[config.mk]
export PLATFORM = sky130hd
export DESIGN_NAME = uart_rx_ovs
export DESIGN_NICKNAME = d
export VERILOG_FILES = /design/src/rtl/uart_rx_ovs.sv
export SDC_FILE = /design/constraint.sdc
export NUM_CORES = 1
export LEC_CHECK = 0
export CORE_MARGIN = 5
export CORE_UTILIZATION = 55
export CTS_BUF_LIST = sky130_fd_sc_hd__clkbuf_16
export DETAILED_ROUTE_END_ITERATION = 12
export DONT_BUFFER_PORTS = 1
export HOLD_SLACK_MARGIN = 0.12
export PLACE_DENSITY = 0.68
export SETUP_SLACK_MARGIN = 0.02
export SKIP_LAST_GASP = 1
export SYNTH_ARGS = -nofsm -noshare
export SYNTH_HDL_FRONTEND = slang
export SYNTH_SLANG_ARGS = --single-unit
[constraint.sdc]
create_clock -name clk -period 3.6 [get_ports clk]
set_clock_uncertainty 0.05 [all_clocks]
set_input_delay 0.36 -clock clk [delete_from_list [all_inputs] [get_ports clk]]
set_output_delay 0.36 -clock clk [all_outputs]
set_load 0.02 [all_outputs]
[src/rtl/uart_rx_ovs.sv]
// Oversampling UART receiver with a small receive FIFO. Encodings: parity 0=NONE 1=EVEN 2=ODD,
// stop_bits 0=one 1=two. Define UART_RX_MAJORITY_EN for 2-of-3 majority bit sampling.
module uart_rx_ovs #(
  parameter int MAX_DATA_BITS = 9,
  parameter int RATIO_W       = 8,
  parameter int FIFO_DEPTH    = 4
) (
  input  logic                     clk,
  input  logic                     rst,
  input  logic                     rx,
  input  logic [3:0]               num_data_bits,
  input  logic [1:0]               parity,
  input  logic                     stop_bits,
  input  logic [RATIO_W-1:0]       rx_tx_clk_ratio,
  output logic [MAX_DATA_BITS-1:0] rx_data,
  output logic                     rx_parity_err,
  output logic                     rx_frame_err,
  output logic                     rx_valid,
  input  logic                     rx_ready,
  output logic                     rx_full,
  output logic                     rx_busy,
  output logic                     rx_done,
  output logic                     rx_overrun,
  output logic                     rx_break
);
  localparam logic [1:0] P_NONE = 2'd0;
  localparam logic [1:0] P_ODD  = 2'd2;
  localparam logic [RATIO_W-1:0] ONE = 1;
  localparam int AW = $clog2(FIFO_DEPTH);
  localparam int EW = MAX_DATA_BITS + 2;

  typedef enum logic [2:0] {IDLE, START, DATA, PARITY, STOP, WAIT_IDLE} state_t;
  state_t st, st_n;

  logic rx_s1, rx_s2, rx_d;
  logic [RATIO_W-1:0] cnt, ratio_q, mid;
  logic [3:0] nbits_q, bit_idx;
  logic [1:0] par_q;
  logic stop_q;
  logic [MAX_DATA_BITS-1:0] shreg;
  logic perr, ferr, all_zero;
  logic start_det, smp, bit_v, frame_end, brk, push, pop, push_ok, frm_fin;

  logic [FIFO_DEPTH-1:0][EW-1:0] mem;
  logic [AW-1:0] wr_ptr, rd_ptr;
  logic [AW:0]   fcnt;

  always_ff @(posedge clk or negedge rst) begin
    if (!rst) begin
      rx_s1 <= 1'b1;
      rx_s2 <= 1'b1;
      rx_d  <= 1'b1;
    end else begin
      rx_s1 <= rx;
      rx_s2 <= rx_s1;
      rx_d  <= rx_s2;
    end
  end

  assign start_det = rx_d & ~rx_s2;
  assign mid       = ratio_q >> 1;

`ifdef UART_RX_MAJORITY_EN
  logic s_a, s_b;
  always_ff @(posedge clk or negedge rst) begin
    if (!rst) begin
      s_a <= 1'b1;
      s_b <= 1'b1;
    end else begin
      if (cnt == mid - ONE) s_a <= rx_s2;
      if (cnt == mid)       s_b <= rx_s2;
    end
  end
  assign smp   = (cnt == mid + ONE);
  assign bit_v = (s_a & s_b) | (s_a & rx_s2) | (s_b & rx_s2);
`else
  assign smp   = (cnt == mid);
  assign bit_v = rx_s2;
`endif

  always_ff @(posedge clk or negedge rst) begin
    if (!rst) st <= IDLE;
    else      st <= st_n;
  end

  always_comb begin
    st_n      = st;
    frame_end = 1'b0;
    case (st)
      IDLE:      if (start_det) st_n = START;
      START:     if (smp) st_n = bit_v ? IDLE : DATA;
      DATA:      if (smp && bit_idx == nbits_q - 4'd1) st_n = (par_q != P_NONE) ? PARITY : STOP;
      PARITY:    if (smp) st_n = STOP;
      STOP:      if (smp && bit_idx == {3'd0, stop_q}) begin
                   frame_end = 1'b1;
                   st_n      = (bit_v && !(all_zero)) ? IDLE : WAIT_IDLE;
                 end
      WAIT_IDLE: if (rx_s2) st_n = IDLE;
      default:   st_n = IDLE;
    endcase
  end

  // Break needs every data/parity/stop sample low, including the one being taken now.
  assign brk     = frame_end & all_zero & ~bit_v;
  assign push    = frame_end & ~brk;
  assign frm_fin = ferr | ~bit_v;
  assign pop     = rx_valid & rx_ready;
  assign push_ok = push & (~rx_full | pop);

  always_ff @(posedge clk or negedge rst) begin
    if (!rst) begin
      cnt <= '0; ratio_q <= '0; nbits_q <= '0; par_q <= '0; stop_q <= 1'b0;
      shreg <= '0; perr <= 1'b0; ferr <= 1'b0; all_zero <= 1'b1; bit_idx <= '0;
    end else if (st == IDLE) begin
      // Counter starts at 1: the detection cycle is count 0 of the start bit.
      cnt <= ONE; shreg <= '0; perr <= 1'b0; ferr <= 1'b0; all_zero <= 1'b1; bit_idx <= '0;
      if (start_det) begin
        ratio_q <= rx_tx_clk_ratio;
        nbits_q <= num_data_bits;
        par_q   <= parity;
        stop_q  <= stop_bits;
      end
    end else begin
      cnt <= (cnt == ratio_q - ONE) ? '0 : cnt + ONE;
      if (smp) begin
        case (st)
          DATA: begin
            shreg[bit_idx] <= bit_v;
            all_zero       <= all_zero & ~bit_v;
            bit_idx        <= (st_n == DATA) ? bit_idx + 4'd1 : 4'd0;
          end
          PARITY: begin
            perr     <= (^shreg) ^ bit_v ^ (par_q == P_ODD);
            all_zero <= all_zero & ~bit_v;
          end
          STOP: begin
            ferr     <= ferr | ~bit_v;
            all_zero <= all_zero & ~bit_v;
            bit_idx  <= bit_idx + 4'd1;
          end
          default: ;
        endcase
      end
    end
  end

  always_ff @(posedge clk or negedge rst) begin
    if (!rst) begin
      rx_done <= 1'b0; rx_overrun <= 1'b0; rx_break <= 1'b0;
    end else begin
      rx_done    <= push;
      rx_overrun <= push & ~push_ok;
      rx_break   <= brk;
    end
  end

  always_ff @(posedge clk or negedge rst) begin
    if (!rst) begin
      mem <= '0; wr_ptr <= '0; rd_ptr <= '0; fcnt <= '0;
    end else begin
      if (push_ok) begin
        mem[wr_ptr] <= {shreg, perr, frm_fin};
        wr_ptr      <= wr_ptr + 1'b1;
      end
      if (pop) rd_ptr <= rd_ptr + 1'b1;
      case ({push_ok, pop})
        2'b10:   fcnt <= fcnt + 1'b1;
        2'b01:   fcnt <= fcnt - 1'b1;
        default: ;
      endcase
    end
  end

  assign {rx_data, rx_parity_err, rx_frame_err} = mem[rd_ptr];
  assign rx_valid = (fcnt != '0);
  assign rx_full  = (fcnt == (AW+1)'(FIFO_DEPTH));
  assign rx_busy  = (st != IDLE);
endmodule

==> Word level (Yosys, flattened, before mapping) <==
Index checks and enable logic that the tools add are counted.
{ "totals": {"register_bits": 99, "inputBits": 19, "output_inout_bits": 17, "word_cells": 131} }
{ "op_classes": {"addsub": 8, "n_lt_le_gt_ge": 5, "n_eq_ne": 14, "mux": 39, "bitwise": 16, "reduce_logical": 25} }
{ "op_table": {"columns": ["cell", "count"], "rows": [
  ["bitwise mux 44 bit", 1],
  ["two-way mux 9 bit", 3],
  ["two-way mux 3 bit", 8],
  ["binary-select mux 11 bit (select 2 bit)", 1],
  ["demux 11 bit (select 2 bit)", 1],
  ["two-way mux 11 bit", 2],
  ["case mux 3 bit (6 select lines)", 1],
  ["two-way mux 8 bit", 2],
  ["nonzero test 2 bit", 7],
  ["two-way mux 1 bit", 12],
  ["two-way mux 4 bit", 3],
  ["AND reduction 2 bit", 6],
  ["bitwise mux 9 bit", 1],
  ["equality test 3 x 2 -> 1 bit (second input constant)", 3],
  ["equality test 3 bit (second input constant)", 3],
  ["nonzero test 3 bit", 3],
  ["XOR reduction 9 bit", 1],
  ["adder 8 x 1 -> 8 bit (second input constant)", 1],
  ["bitwise AND 1 bit", 8],
  ["equality test 8 x 7 -> 1 bit", 1],
  ["equality test 8 bit", 1],
  ["case mux 4 bit (2 select lines)", 1],
  ["subtractor 8 x 1 -> 8 bit (second input constant)", 1],
  ["< comparator 2 x 3 -> 1 bit (second input constant)", 2],
  ["other kinds (23)", 34]
]} }

==> Depth between registers and ports, before layout <==
{ "logic_depth": {"word_depth": 11, "depth_mapped": 10, "mapped_depth_nobuf": 9} }

==> Worst setup path after synthesis <==
No wires, ideal clock.
{ "synth_timing": {"kind": "register -> register", "start": "register cnt[6]", "end": "register mem[10] (netlist bit)", "setup_time_ps": 125, "arrival_time_ps": 2176, "t_required_ps": 3425, "path_slack_ps": 1249, "path_stages_with_launch": 9, "path_buffers": 2, "period_less_slack_ps": 2351, "path_cell_list": "dfrtp_1 -> buf_6 -> xor2_1 -> nor4_4 -> nand2_2 -> nor4b_4 -> nand2_2 -> buf_6 -> mux2_4"} }
{ "synth_between": {"elab_chain_cells": 9} }
{ "synth_lines": {"columns": ["item", "line", "rtl"], "rows": [
  ["start, declared", "36", "logic [RATIO_W-1:0] cnt, ratio_q, mid;"],
  ["start signal, assigned", "124", "cnt <= (cnt == ratio_q - ONE) ? '0 : cnt + ONE;"],
  ["equality test 8 x 7 -> 1 bit *", "77", "assign smp = (cnt == mid);"],
  ["logical AND 1 bit *", "94", "STOP: if (smp && bit_idx == {3'd0, stop_q}) begin"],
  ["two-way mux 1 bit *", "94", null],
  ["two-way mux 1 bit *", "89", "case (st)"],
  ["bitwise AND 1 bit (2 in a row)", "104", "assign brk = frame_end & all_zero & ~bit_v;"],
  ["NOT 1 bit", "105", "assign push = frame_end & ~brk;"],
  ["bitwise AND 1 bit *", "105", null],
  ["bitwise AND 1 bit *", "108", "assign push_ok = push & (~rx_full | pop);"],
  ["end signal, assigned by index", "162", "mem[wr_ptr] <= {shreg, perr, frm_fin};"],
  ["end, declared", "44", "logic [FIFO_DEPTH-1:0][EW-1:0] mem;"]
]} }
Mark *: on every way between the ends. The rest lies on a longest branch, timed or not.
A chain may end at the register's enable or synchronous reset.

==> Worst setup path in the final report <==
{ "layout_timing": {"start": "register cnt[6]", "end": "register mem[13] (netlist bit)"} }
Same word-level chain as after synthesis.

==> flow_results.org <==
** Outcome
- The run finished with clean final reports.

** Floorplan
- The initial utilization of the core area, before any placement, comes to 55.49%.
- The die is 108.4 µm tall.
- Die width :: 108.4 µm
- Number of cell rows :: 36
- The core region is 9594 µm².
- The floorplan step defined a die boundary enclosing 11750 µm².
- For this design the top-level I/O count stands at 36.

** Synthesis
- In the synthesized netlist the dominant register cell turns out to be sky130_fd_sc_hd__dfrtp_1.
- Number of synthesized flops with an enable pin :: 0
- Of the synthesized area, sequential elements account for 46.63%.
- Average cell area after synthesis :: 12.27 µm²
- Syn Std Cell Area :: between 5000 and 6000 µm²
- Counting every instance in the synthesized netlist gives between 400 and 500.
- Yosys printed 0 warnings.
- The netlist uses 55 different library cells.
- Post-Synthesis Net Count :: approximately 470
- Seq cells post-synth :: around 100
- For this run, asynchronously set or reset flops after synthesis account for 100.0%.

** Route
- WL final :: about 10 mm
- Via count :: 3335
- After detailed routing, the number of remaining DRC violations is 0.
- The first routing iteration left 140 violations.
- Pre-Repair DR Iteration Count :: 4
- Once detail routing completed, the nets flagged for antenna violations numbered 0.
- Detail-routed via count per cell :: 5.730
- After detailed routing, the average wire length per cell comes to ~18 µm.

** STA
- Setup repair after global routing missed its margin :: false
- Sum of negative setup slack :: 0 ns
- Headroom to the max-slew limit came out at a little under half.
- Final hold analysis gives a worst-case slack of 0.1935 ns.
- The final-report hold violation count was 0.
- Highest attainable clock frequency :: approximately 340 MHz
- The count of final max-slew check failures is 0.
- Setup violations remaining at the end of the flow were counted as 0.
- At the pin with the least slew margin, the transition time is 0.7945 ns.
- Final period demand of the worst path :: between 2 and 3 ns
- The worst path uses 81.73% of the clock period.

** Critical path
- Cell count of the worst reg-to-reg path :: 6
- The worst register-to-register path begins at cnt[6].
- STA puts the critical path data required time at between 3 and 4 ns.
- Category of the worst setup path capture point :: flip-flop
- Setup slack of the most critical reg-to-reg path :: about 0.66 ns
- In this run the worst path has a maximum fanout of 13.
- At the worst endpoint, the arrival time is 3.13 ns.
- Crit Path Category :: flip-flop to flip-flop
- Worst R2R End :: mem[13]
- STA classifies the critical path startpoint as a flip-flop.

** Place
- The wire-length estimate of the detail-placed layout is 7.097 mm.
- Area of placed instances :: ~5400 µm²
- RePlAce Congestion :: approximately 0.9
- Port buffering added 0 buffers.

** Pwr
- Combinational logic burns 29.4% of the power.
- Proportion of power drawn by the clock network :: around a quarter
- Maximum resistive drop on vdd :: approximately 0.44 mV
- Sequential share of power :: a little under half
- Net switching share of the total power :: 36.21%
- Summed over all cells, the static leakage comes to around 0.0027 µW.
- Switching power of the nets :: 1291 µW
- Power density cells :: between 600 and 700 nW/µm²
- Internal power comes to 2275 µW.

** Global route
- Entering global routing, the biggest net connects 100 pins.
- Initial antenna violation count :: 0
- Global routing used 18.95% of the available tracks.
- Global-route wire length before repair :: 17.39 mm
- For this run the aggregate overflow at the end of global routing stands at 0.
- The via count of the first global-routing pass is 3286.

** Worst hold path
- Worst Hold End :: rx_overrun
- Cell depth of the worst hold path :: 2
- The worst hold path belongs to the class input pin to flip-flop.
- In this run the most critical hold path is launched from rx_ready.

** Layout
- Total of fill cells in the finished design :: 746
- Proportion of layout cells with a drive suffix above 1 :: 24.28%
- Compared with the post-synthesis result, the final layout area differs by 10.13%.
- In the final design database the tool counted 475 nets.
- The number of antenna diodes in the final layout is 0.
- Final design instance area without fill :: 5863 µm²
- Finished Core Util :: 61.11%

** Clock tree
- Clock tree from TritonCTS :: done
- TritonCTS created 9 clock buffers.
- Source-to-sink clock delay at the later pin of the worst-skew pair :: between 0.3 and 0.4 ns
- Post-CTS setup buffer count :: 0
- The clock passes through at most 2 buffers.
- In this run the number of H-tree levels came out at 3.
- Hold Buf Count CTS :: 18
- Sink count of the clock tree :: about 100
- Clock transition at path regs :: 0.07 ns
- Post-cts sizing count :: 0
- CTS Root Buffer Type :: sky130_fd_sc_hd__clkbuf_16

** Flow run
- Max-cap violations in this run came to 0.
==> sequential cells by signal, indices dropped and copies added, names as in the netlist, 2 cells and up <==
signal and count:
wr_ptr 2, fcnt 3, st 3, bit_idx 4, nbits_q 4, par_q 2, cnt 8, mem 44
rd_ptr 2, shreg 9, ratio_q 8
==> kinds of logic after synthesis <==
group | after synthesis | share of synthesized area, %
xor+xnor | 44 | 7.239
mux | 73 | 20.52
buf+inv | 36 | 3.243
fa+ha+maj | 13 | 3.149
flops | 99 | 46.63
compound gates | 70 | 8.813
simple gates | 99 | 10.41
==> stage by stage <==
step                total power [µW]  setup WS [ns]  std cells
floorplan                       2422          1.249        434
global placement                2613         0.7192        548
detailed placement              2647         0.6535        548
CTS                             3594         0.6459        582
global route                    3805         0.4605        582
finish                          3566         0.6578        582
==> cells in the final DEF (no fill, tap or decap), drive strengths merged, types with 11 or more instances in the layout <==
master | Yosys | layout
nand2 | 18 | 18
nand3 | 13 | 13
nor2 | 22 | 22
xnor2 | 23 | 23
nor3 | 13 | 13
mux2 | 59 | 59
xor2 | 21 | 21
mux4 | 11 | 11
dfrtp | 95 | 95
dlygate4sd3 | 0 | 17
a21oi | 15 | 15
o21ai | 22 | 22
inv | 15 | 18
ha | 11 | 11
==> layer usage <==
metal	vias up	share of wire (%)	track usage, %
met5	-	0	0
met3	10	4.8	4.597
met4	0	0.85	4.599
met2	75	47	29.62
met1	1676	47	26.85
li1	1574	-	-
==> area by class of cell <==
| cell class | instances | area (µm²) | share of cell area, % |
|---|---|---|---|
| Sequential cell | 99 | 2482 | 42.34 |
| Inverter | 15 | 56.30 | 0.9603 |
| Tap cell | 133 | 166.4 | 2.838 |
| Multi-Input combinational cell | 299 | 2669 | 45.52 |
| Timing Repair Buffer | 20 | 212.7 | 3.628 |
| Clock buffer | 9 | 225.2 | 3.841 |
| Clock inverter | 7 | 51.30 | 0.8749 |
==> power by group through the flow <==
stage	clock, µW	combinational, µW	sequential, µW
3_5_place_dp	0	1010	1630
5_1_grt	967	1190	1650
6_report	905	1050	1610
2_1_floorplan	0	960	1460
3_3_place_gp	0	989	1620
4_1_cts	922	1060	1610
==> worst max-delay path by stage <==
stage            from       to  slack (ns)  cells past startpoint
6_report       cnt[6]  mem[13]        0.66                      6
5_1_grt        cnt[6]   mem[9]        0.46                      6
2_1_floorplan  cnt[6]  mem[10]        1.25                      8
4_1_cts        cnt[6]   mem[3]        0.65                      6
3_5_place_dp   cnt[6]   mem[8]        0.65                      6
3_3_place_gp   cnt[6]   mem[3]        0.72                      6
==> critical path, cell delays in order (launching register included) <==
cell and delay (ns):
sky130_fd_sc_hd__dfrtp_1 0.49, sky130_fd_sc_hd__xor2_1 0.21, sky130_fd_sc_hd__nor4_4 0.39, sky130_fd_sc_hd__nand2_2 0.25
sky130_fd_sc_hd__nor4b_4 0.62, sky130_fd_sc_hd__nand2_2 0.41, sky130_fd_sc_hd__mux2_4 0.41
==> Yosys cell counts (4+ instances only) <==
master	number	area, µm²
sky130_fd_sc_hd__mux2_2	19	214.0
sky130_fd_sc_hd__inv_1	15	56.30
sky130_fd_sc_hd__nand2_2	5	31.28
sky130_fd_sc_hd__dfrtp_1	95	2377
sky130_fd_sc_hd__buf_6	5	56.30
sky130_fd_sc_hd__a21bo_2	8	80.08
sky130_fd_sc_hd__and3_1	7	43.79
sky130_fd_sc_hd__nor2b_1	4	25.02
sky130_fd_sc_hd__mux4_2	11	247.7
sky130_fd_sc_hd__mux2_4	40	600.6
sky130_fd_sc_hd__nor2_1	22	82.58
sky130_fd_sc_hd__xnor2_1	23	201.4
sky130_fd_sc_hd__a21oi_1	15	75.07
sky130_fd_sc_hd__nor4_1	4	25.02
sky130_fd_sc_hd__nand2_1	13	48.80
sky130_fd_sc_hd__xor2_1	21	183.9
sky130_fd_sc_hd__clkbuf_1	13	48.80
sky130_fd_sc_hd__dfstp_2	4	105.1
sky130_fd_sc_hd__o21ai_0	21	105.1
sky130_fd_sc_hd__ha_1	11	137.6
sky130_fd_sc_hd__nor3_1	13	65.06
sky130_fd_sc_hd__nand3_1	13	65.06
Power figures use the tool's default switching activity.
